`src/rtl/twiddle_gen.sv`:
```
// Twiddle-factor pair generator: streams (omega^(2k), omega^(2k+1)) mod Q for k = 0..count-1.
// Optional macro TWIDDLE_IDX_EN adds a pair_idx output carrying k alongside each pair.
module twiddle_gen #(
  parameter int WIDTH = 18,
  parameter int Q     = 12289,
  parameter int CNT_W = 10
) (
  input  logic             clk,
  input  logic             rst,
  input  logic             start,
  input  logic [WIDTH-1:0] omega,
  input  logic [CNT_W-1:0] count,
  output logic [WIDTH-1:0] weight_1,
  output logic [WIDTH-1:0] weight_2,
  output logic             out_valid,
  input  logic             out_ready,
  output logic             busy,
  output logic             done
`ifdef TWIDDLE_IDX_EN
  ,
  output logic [CNT_W-1:0] pair_idx
`endif
);

  localparam int PW = 2 * WIDTH;
  localparam logic [WIDTH-1:0] Q_W = WIDTH'(Q);
  localparam logic [PW-1:0]    Q_P = PW'(Q);

  typedef enum logic [2:0] {IDLE, LOAD, SQ_MUL, SQ_RED, OUT, MUL, RED, DONE} state_t;

  state_t           state, state_next;
  logic [WIDTH-1:0] omega_raw, omega_r, omega2, acc_e, acc_o;
  logic [CNT_W-1:0] count_r, k;
  logic [PW-1:0]    prod_e, prod_o;
  logic             last_pair;

  assign last_pair = (k + CNT_W'(1)) == count_r;

  always_ff @(posedge clk) begin
    if (rst) state <= IDLE;
    else     state <= state_next;
  end

  always_comb begin
    state_next = state;
    out_valid  = 1'b0;
    busy       = 1'b1;
    done       = 1'b0;
    case (state)
      IDLE: begin
        busy = 1'b0;
        if (start) state_next = LOAD;
      end
      LOAD:   state_next = (count_r == '0) ? DONE : SQ_MUL;
      SQ_MUL: state_next = SQ_RED;
      SQ_RED: state_next = OUT;
      OUT: begin
        out_valid = 1'b1;
        if (out_ready) state_next = last_pair ? DONE : MUL;
      end
      MUL:  state_next = RED;
      RED:  state_next = OUT;
      DONE: begin
        done       = 1'b1;
        state_next = IDLE;
      end
      default: state_next = IDLE;
    endcase
  end

  // Products are kept at full 2*WIDTH width and reduced a cycle later to split the long path.
  always_ff @(posedge clk) begin
    if (rst) begin
      omega_raw <= '0;
      omega_r   <= '0;
      omega2    <= '0;
      acc_e     <= '0;
      acc_o     <= '0;
      count_r   <= '0;
      k         <= '0;
      prod_e    <= '0;
      prod_o    <= '0;
    end else begin
      case (state)
        IDLE: begin
          if (start) begin
            omega_raw <= omega;
            count_r   <= count;
          end
        end
        LOAD: begin
          omega_r <= omega_raw % Q_W;
          acc_e   <= WIDTH'(1);
          k       <= '0;
        end
        SQ_MUL: prod_e <= PW'(omega_r) * PW'(omega_r);
        SQ_RED: begin
          omega2 <= WIDTH'(prod_e % Q_P);
          acc_o  <= omega_r;
        end
        OUT: begin
          if (out_ready) k <= k + CNT_W'(1);
        end
        MUL: begin
          prod_e <= PW'(acc_e) * PW'(omega2);
          prod_o <= PW'(acc_o) * PW'(omega2);
        end
        RED: begin
          acc_e <= WIDTH'(prod_e % Q_P);
          acc_o <= WIDTH'(prod_o % Q_P);
        end
        default: ;
      endcase
    end
  end

  assign weight_1 = acc_e;
  assign weight_2 = acc_o;

`ifdef TWIDDLE_IDX_EN
  assign pair_idx = k;
`endif

endmodule

```
`config.mk`:
```
export PLATFORM = sky130hd
export DESIGN_NAME = twiddle_gen
export DESIGN_NICKNAME = d
export VERILOG_FILES = /design/src/rtl/twiddle_gen.sv
export SDC_FILE = /design/constraint.sdc
export NUM_CORES = 2
export LEC_CHECK = 0
export ABC_AREA = 1
export BUFFER_PORTS_ARGS = -buffer_cell sky130_fd_sc_hd__buf_4
export CORE_MARGIN = 4
export CORE_UTILIZATION = 68
export CTS_CLUSTER_SIZE = 16
export DETAILED_ROUTE_END_ITERATION = 12
export PLACE_DENSITY = 0.87
export SLEW_MARGIN = 20
export SYNTH_ARGS = -nofsm -noshare
export SYNTH_HDL_FRONTEND = slang
export SYNTH_SLANG_ARGS = --single-unit
```
`constraint.sdc`:
```
create_clock -name clk -period 27.2 [get_ports clk]
set_input_delay 2.72 -clock clk [delete_from_list [all_inputs] [get_ports clk]]
set_output_delay 2.72 -clock clk [all_outputs]
set_load 0.01 [all_outputs]
```
Yosys cells after proc, flatten, opt, wreduce, memory -nomap -nowiden
Index checks and enable logic that the tools add are counted.

Add/sub/neg operators: 1. $mul: 3. Divide/modulo/power cells: 3. $lt $le $gt $ge: 0. Equal/unequal tests: 10. Shift-type cells: 0. Mux-type cells: 13. Bitwise gates (word level): 0. Reduce and logical (&&, ||, !) cells: 10.

Operator list (number): $mul A18 B18 Y36 (3); $mod A36 B14 Y36 const B (2); $pmux W18 S2 (2); $pmux W36 S2 (1); $pmux W3 S7 (1); $pmux W10 S2 (1); $mod A18 B14 Y18 const B (1); $eq A3 B3 Y1 const B (4); $add A10 B1 Y10 const B (1); $eq A10 B10 Y1 (1); $logic_not A10 Y1 (1); $mux W10 (1); $mux W3 (3); $reduce_bool A2 Y1 (4); $eq A3 B2 Y1 const B (2); $reduce_and A2 Y1 (3); $ne A2 B2 Y1 const B (2); $eq A3 B1 Y1 const B (1); $logic_not A3 Y1 (1); $mux W1 (3); $mux W2 (1); $reduce_or A2 Y1 (1).

Register bits after elaboration: 185. Bits in latches: 0. Memory bits (writable): 0. Bits in read-only memories: 0. Bits of input ports: 32. Output and inout port bits: 39. Memories kept: 0.

Longest topological paths before layout
Depth in word-level cells: 5. Depth in mapped cells: 202. Depth with buffers taken out: 192.

Worst setup path before layout
Ideal clock, no wire load.

Path type: reg2reg. Start: reg prod_e[24]. End: reg omega2[1]. Arrival: 18.755 ns. Required time: 27.087 ns. Path slack: 8.332 ns. Stages on the path, launching flop included: 170. Period minus slack after synthesis: 18.868 ns. Path through: dfxtp_1 > buf_6 > nor2_4 > nand2_2 > nor2_4 > nand2_4 > nand3_4 > nand2_4 > nor3_4 > nand2_1 > nor2_2 > nand2_2 > nand2_4 > nand2_4 > buf_6 > nand2_2 > nor2_2 > xor2_1 > [... 134 more ...] > nand2_4 > nand2_4 > nand3_4 > buf_12 > nand2_1 > nand2_1 > inv_1 > ha_1 > nand3_2 > nor2_4 > nand2_2 > nand2_4 > nand2_8 > buf_12 > nand2_2 > o21ai_2 > o21ai_1 > inv_1.

Word-level cells in the longest chain between the ends: 1.

RTL lines: start: declaration (RTL line 34) `logic [PW-1:0] prod_e, prod_o;`; start signal: assignment (RTL line 96) `SQ_MUL: prod_e <= PW'(omega_r) * PW'(omega_r);`; start signal: assignment (RTL line 105) `prod_e <= PW'(acc_e) * PW'(omega2);`; $mod A36 B14 Y36 (RTL line 98) `omega2 <= WIDTH'(prod_e % Q_P);`; end signal: assignment (RTL line 98); end: declaration (RTL line 32) `logic [WIDTH-1:0] omega_raw, omega_r, omega2, acc_e, acc_o;`.

Every way passes these cells. A chain may end at the register's enable or synchronous reset.

Worst setup path in the final report
Start: reg prod_o[17]. End: reg acc_o[7], in the netlist weight_2[7].

Word-level cells in the longest chain between the ends: 2.

RTL lines: start: declaration (RTL line 34); start signal: assignment (RTL line 106) `prod_o <= PW'(acc_o) * PW'(omega2);`; $mod A36 B14 Y36 (RTL line 110) `acc_o <= WIDTH'(prod_o % Q_P);`; $pmux W18 S2 (RTL line 84) `case (state)`; end signal: assignment (RTL line 99) `acc_o <= omega_r;`; end signal: assignment (RTL line 110); end: declaration (RTL line 32).

Every way passes these cells.

==> results.txt <==
----------------------------------------------------
[Clock tree]
  H-tree lvl count ... 4
  CTS Sinks ... 185
  Hold Buf Count CTS ... 0
  CTS tree ... yes
  Root buf cell ... sky130_fd_sc_hd__clkbuf_16
  Clock network latency to the later pin of the worst-skew pair ... 520 ps
  Cells resized by post-CTS repair ... 0
  Clock-pin transition on the worst setup and hold timing paths ... 90 ps
  Buffer depth of the longest clock path ... 2
  Cts bufs inserted ... 17
  Buffers inserted during post-CTS setup optimization ... 0

[Setup path]
  Worst setup SP type ... flip-flop
  Delay of the slowest cell on the worst path ... 550 ps
  Cell mode on critical path ... sky130_fd_sc_hd__nand2_1
  Slowest stage cell on the critical path ... sky130_fd_sc_hd__nor2_1
  Endpoint kind of the worst setup timing path ... flip-flop
  Crit Path Max Fanout ... 27
  Arrival @ worst endpoint ... 24750 ps
  R2r setup slk ... 2820 ps
  Crit Reg-Reg Endpoint ... weight_2[7]
  Type of the worst setup path ... reg2reg
  Data required time of the worst path ... 27570 ps
  FF-to-FF Start ... prod_o[17]
  Number of cell instances on the worst register-to-register path ... 148

[Synthesis]
  Total standard cell area after synthesis ... 70700 um^2
  Biggest area contributors in the synthesized netlist ... sky130_fd_sc_hd__fa_1 21%, sky130_fd_sc_hd__nand2_1 16%, sky130_fd_sc_hd__inv_1 10%, sky130_fd_sc_hd__ha_1 6.1%, sky130_fd_sc_hd__nand3_1 5.3%
  Most common cell in the netlist ... sky130_fd_sc_hd__nand2_1
  Share of async-settable or async-resettable flops after synthesis ... 0%
  Post-Synth Simple-Gate Area ... 42.0%
  Sequential area share after synthesis ... 5.24%
  Flip-flop cell with the highest count after synthesis ... sky130_fd_sc_hd__dfxtp_1
  Ys Warns ... 0
  Post-Synth Adder-Cell Area ... 26.8%
  XOR/XNOR share of the synthesized area ... 3.81%
  Syn nets ... 11.9k
  Post-synthesis compound-gate area fraction ... 7.07%
  Multiplexer area fraction after synthesis ... 0.0301%
  List of most frequent post-synthesis cells ... 2953 x sky130_fd_sc_hd__nand2_1, 1967 x sky130_fd_sc_hd__inv_1, 747 x sky130_fd_sc_hd__nand3_1, 729 x sky130_fd_sc_hd__fa_1, 685 x sky130_fd_sc_hd__nor2_1
  Cell count after synthesis ... 10.8k
  Main combinational cell family by area after synthesis ... simple AND/OR/NAND/NOR gates
  Cell taking the most area after synthesis ... sky130_fd_sc_hd__fa_1
  Number of distinct standard cells referenced by the synthesized netlist ... 100
  Syn avg cell area ... 6.57 um^2
  Yosys top cell area share ... 20.6%
  Count of flip-flops with a built-in enable after synthesis ... 0
  Number of register bits inferred by synthesis ... 185

[Route]
  Final antenna-violating net count ... 0
  Average routed wire per standard cell ... 15.8 um
  DRC ... 0
  1st-pass router iterations ... 8
  Via count normalized by instance count ... 5.61
  Vias after detailed routing ... 67.2k
  Post-detailed-routing wire length ... 189000 um
  1st-iter DRT viols ... 5416

[STA]
  Slew Limit Headroom ... 23.3%
  Minimum period implied by the final worst setup slack ... 24380 ps
  Maximum operating frequency ... 41.0 MHz
  Fraction of the cycle the final worst path needs ... 89.6%
  Transition at the pin with the smallest max-transition slack ... 1150 ps
  # setup viols final ... 0
  Worst-case clock skew ... 16.7 ps
  Setup TNS ... 0 ps
  Unrepaired setup endpoints after global routing ... false
  Count of endpoints failing hold in the final timing report ... 0
  Count of pins over their slew limit ... 0
  Worst slack on hold paths ... 484 ps

[Floorplanning]
  Rows ... 118
  Die Y ... 330 um
  Die X-Extent ... 330 um
  Die ar. ... 109000 um^2
  I/O pin cnt ... 71
  Area of the core ... 103000 um^2
  Initial core utilization ... 68.4%

[Global route]
  Initial antenna violation count ... 4
  Number of global-route vias before repair ... 66.2k
  First-pass GRT wire length ... 316000 um
  Overflow left after global routing ... 0
  All-Layer GR Usage ... 34.7%
  Maximum number of pins on one net before global-route repair ... 78

[Layout]
  Nets ... 11.7k
  Area delta synth->final ... 1.72%
  Share of post-route cells with drive strength above 1 ... 15.6%

[Placement]
  Detailed Place HPWL ... 150000 um
  Count of input and output buffers ... 70
  Routability-driven placement congestion ratio ... 0.993

[Hold path]
  Endpoint with the worst hold slack ... weight_1[16]
  Hold Crit Start ... weight_1[16]
  Type of the most critical hold path ... reg2reg
  Hold path cells ... 2

[Flow run]
  Number of maximum-capacitance constraint violations ... 0

[Status]
  Run status ... finished clean

----------------------------------------------------
[flip-flops by register name, indices dropped and copies added (netlist names)]
register and flops:
count_r 10, k 10, omega2 18, omega_r 18, omega_raw 18, prod_e 36
prod_o 36, state 3, weight_1 18, weight_2 18
[stage by stage]
stage	instance area, um^2	worst slack [ps]	std cells	util, %
3_3_place_gp	71300	3600	11900	69.0
6_report	71900	2820	12000	69.6
5_1_grt	71900	182	12000	69.6
2_1_floorplan	70700	8330	10800	-
4_1_cts	71900	3100	12000	69.6
3_5_place_dp	71300	3130	11900	69.0
[worst max-delay path, delay by kind of cell, from the launching register on]
kind            cells  cell delay [ps]
compound gates     13             2880
xor+xnor            1              310
fa+ha+maj           2              440
buf+inv            10             1160
flops               1              340
simple gates      122            18960
[placed cells by master (no fill, tap or decap), drive strengths merged, types with 2 or more instances in the layout]
cell	count
a211oi	11
a21boi	5
a21o	6
a21oi	314
a221oi	15
a311oi	2
a31o	2
a31oi	23
and2	4
buf	133
bufinv	3
clkbuf	17
clkinv	76
dfxtp	185
fa	729
ha	346
inv	2151
nand2	3664
nand3	930
nand3b	34
nand4	171
nor2	937
nor3	65
nor3b	2
nor4	8
o211ai	39
o21a	4
o21ai	364
o21bai	12
o221ai	4
o22ai	8
o31ai	10
or2	10
xnor2	64
xor2	235
[final cells by class]
| type | instances | area, um^2 |
|---|---|---|
| multi-input cells | 8031 | 56300 |
| fillers | 8821 | 31400 |
| inverters | 2216 | 8510 |
| flip-flops and latches | 185 | 3700 |
| well taps | 1380 | 1730 |
| repair buffers | 133 | 998 |
| clock buffers | 17 | 425 |
| clock inverters | 15 | 205 |
| diodes | 1 | 2.50 |
[worst max path at each step]
stage	from	end
floorplan	prod_e[24]	omega2[1]
global placement	prod_e[20]	weight_1[1]
detailed placement	prod_e[20]	omega2[1]
CTS	prod_e[20]	weight_1[0]
global route	prod_o[17]	weight_2[3]
finish	prod_o[17]	weight_2[7]
[routing by layer]
metal / up-vias / global-route usage, % / wire length, um
met5: - / 0 / 11
met4: 2 / 15.8 / 9460
met1: 31400 / 43.0 / 75300
li1: 32400 / - / -
met2: 2754 / 59.2 / 89400
met3: 622 / 6.24 / 15200
[cells by family (layout without fill, tap and decap cells)]
kind of cell	after synthesis	after routing
multiplexers	2	2
flip-flops	185	185
adder cells (fa/ha/maj)	1075	1075
other	0	1
XOR/XNOR	299	299
buffers and inverters	2538	2381
AO/OA/AOI/OAI	828	828
AND/OR/NAND/NOR	5827	5827
Power is left out: the tool's default activity adds up to more than one toggle a clock period on the data nets, which glitch-free logic cannot reach.
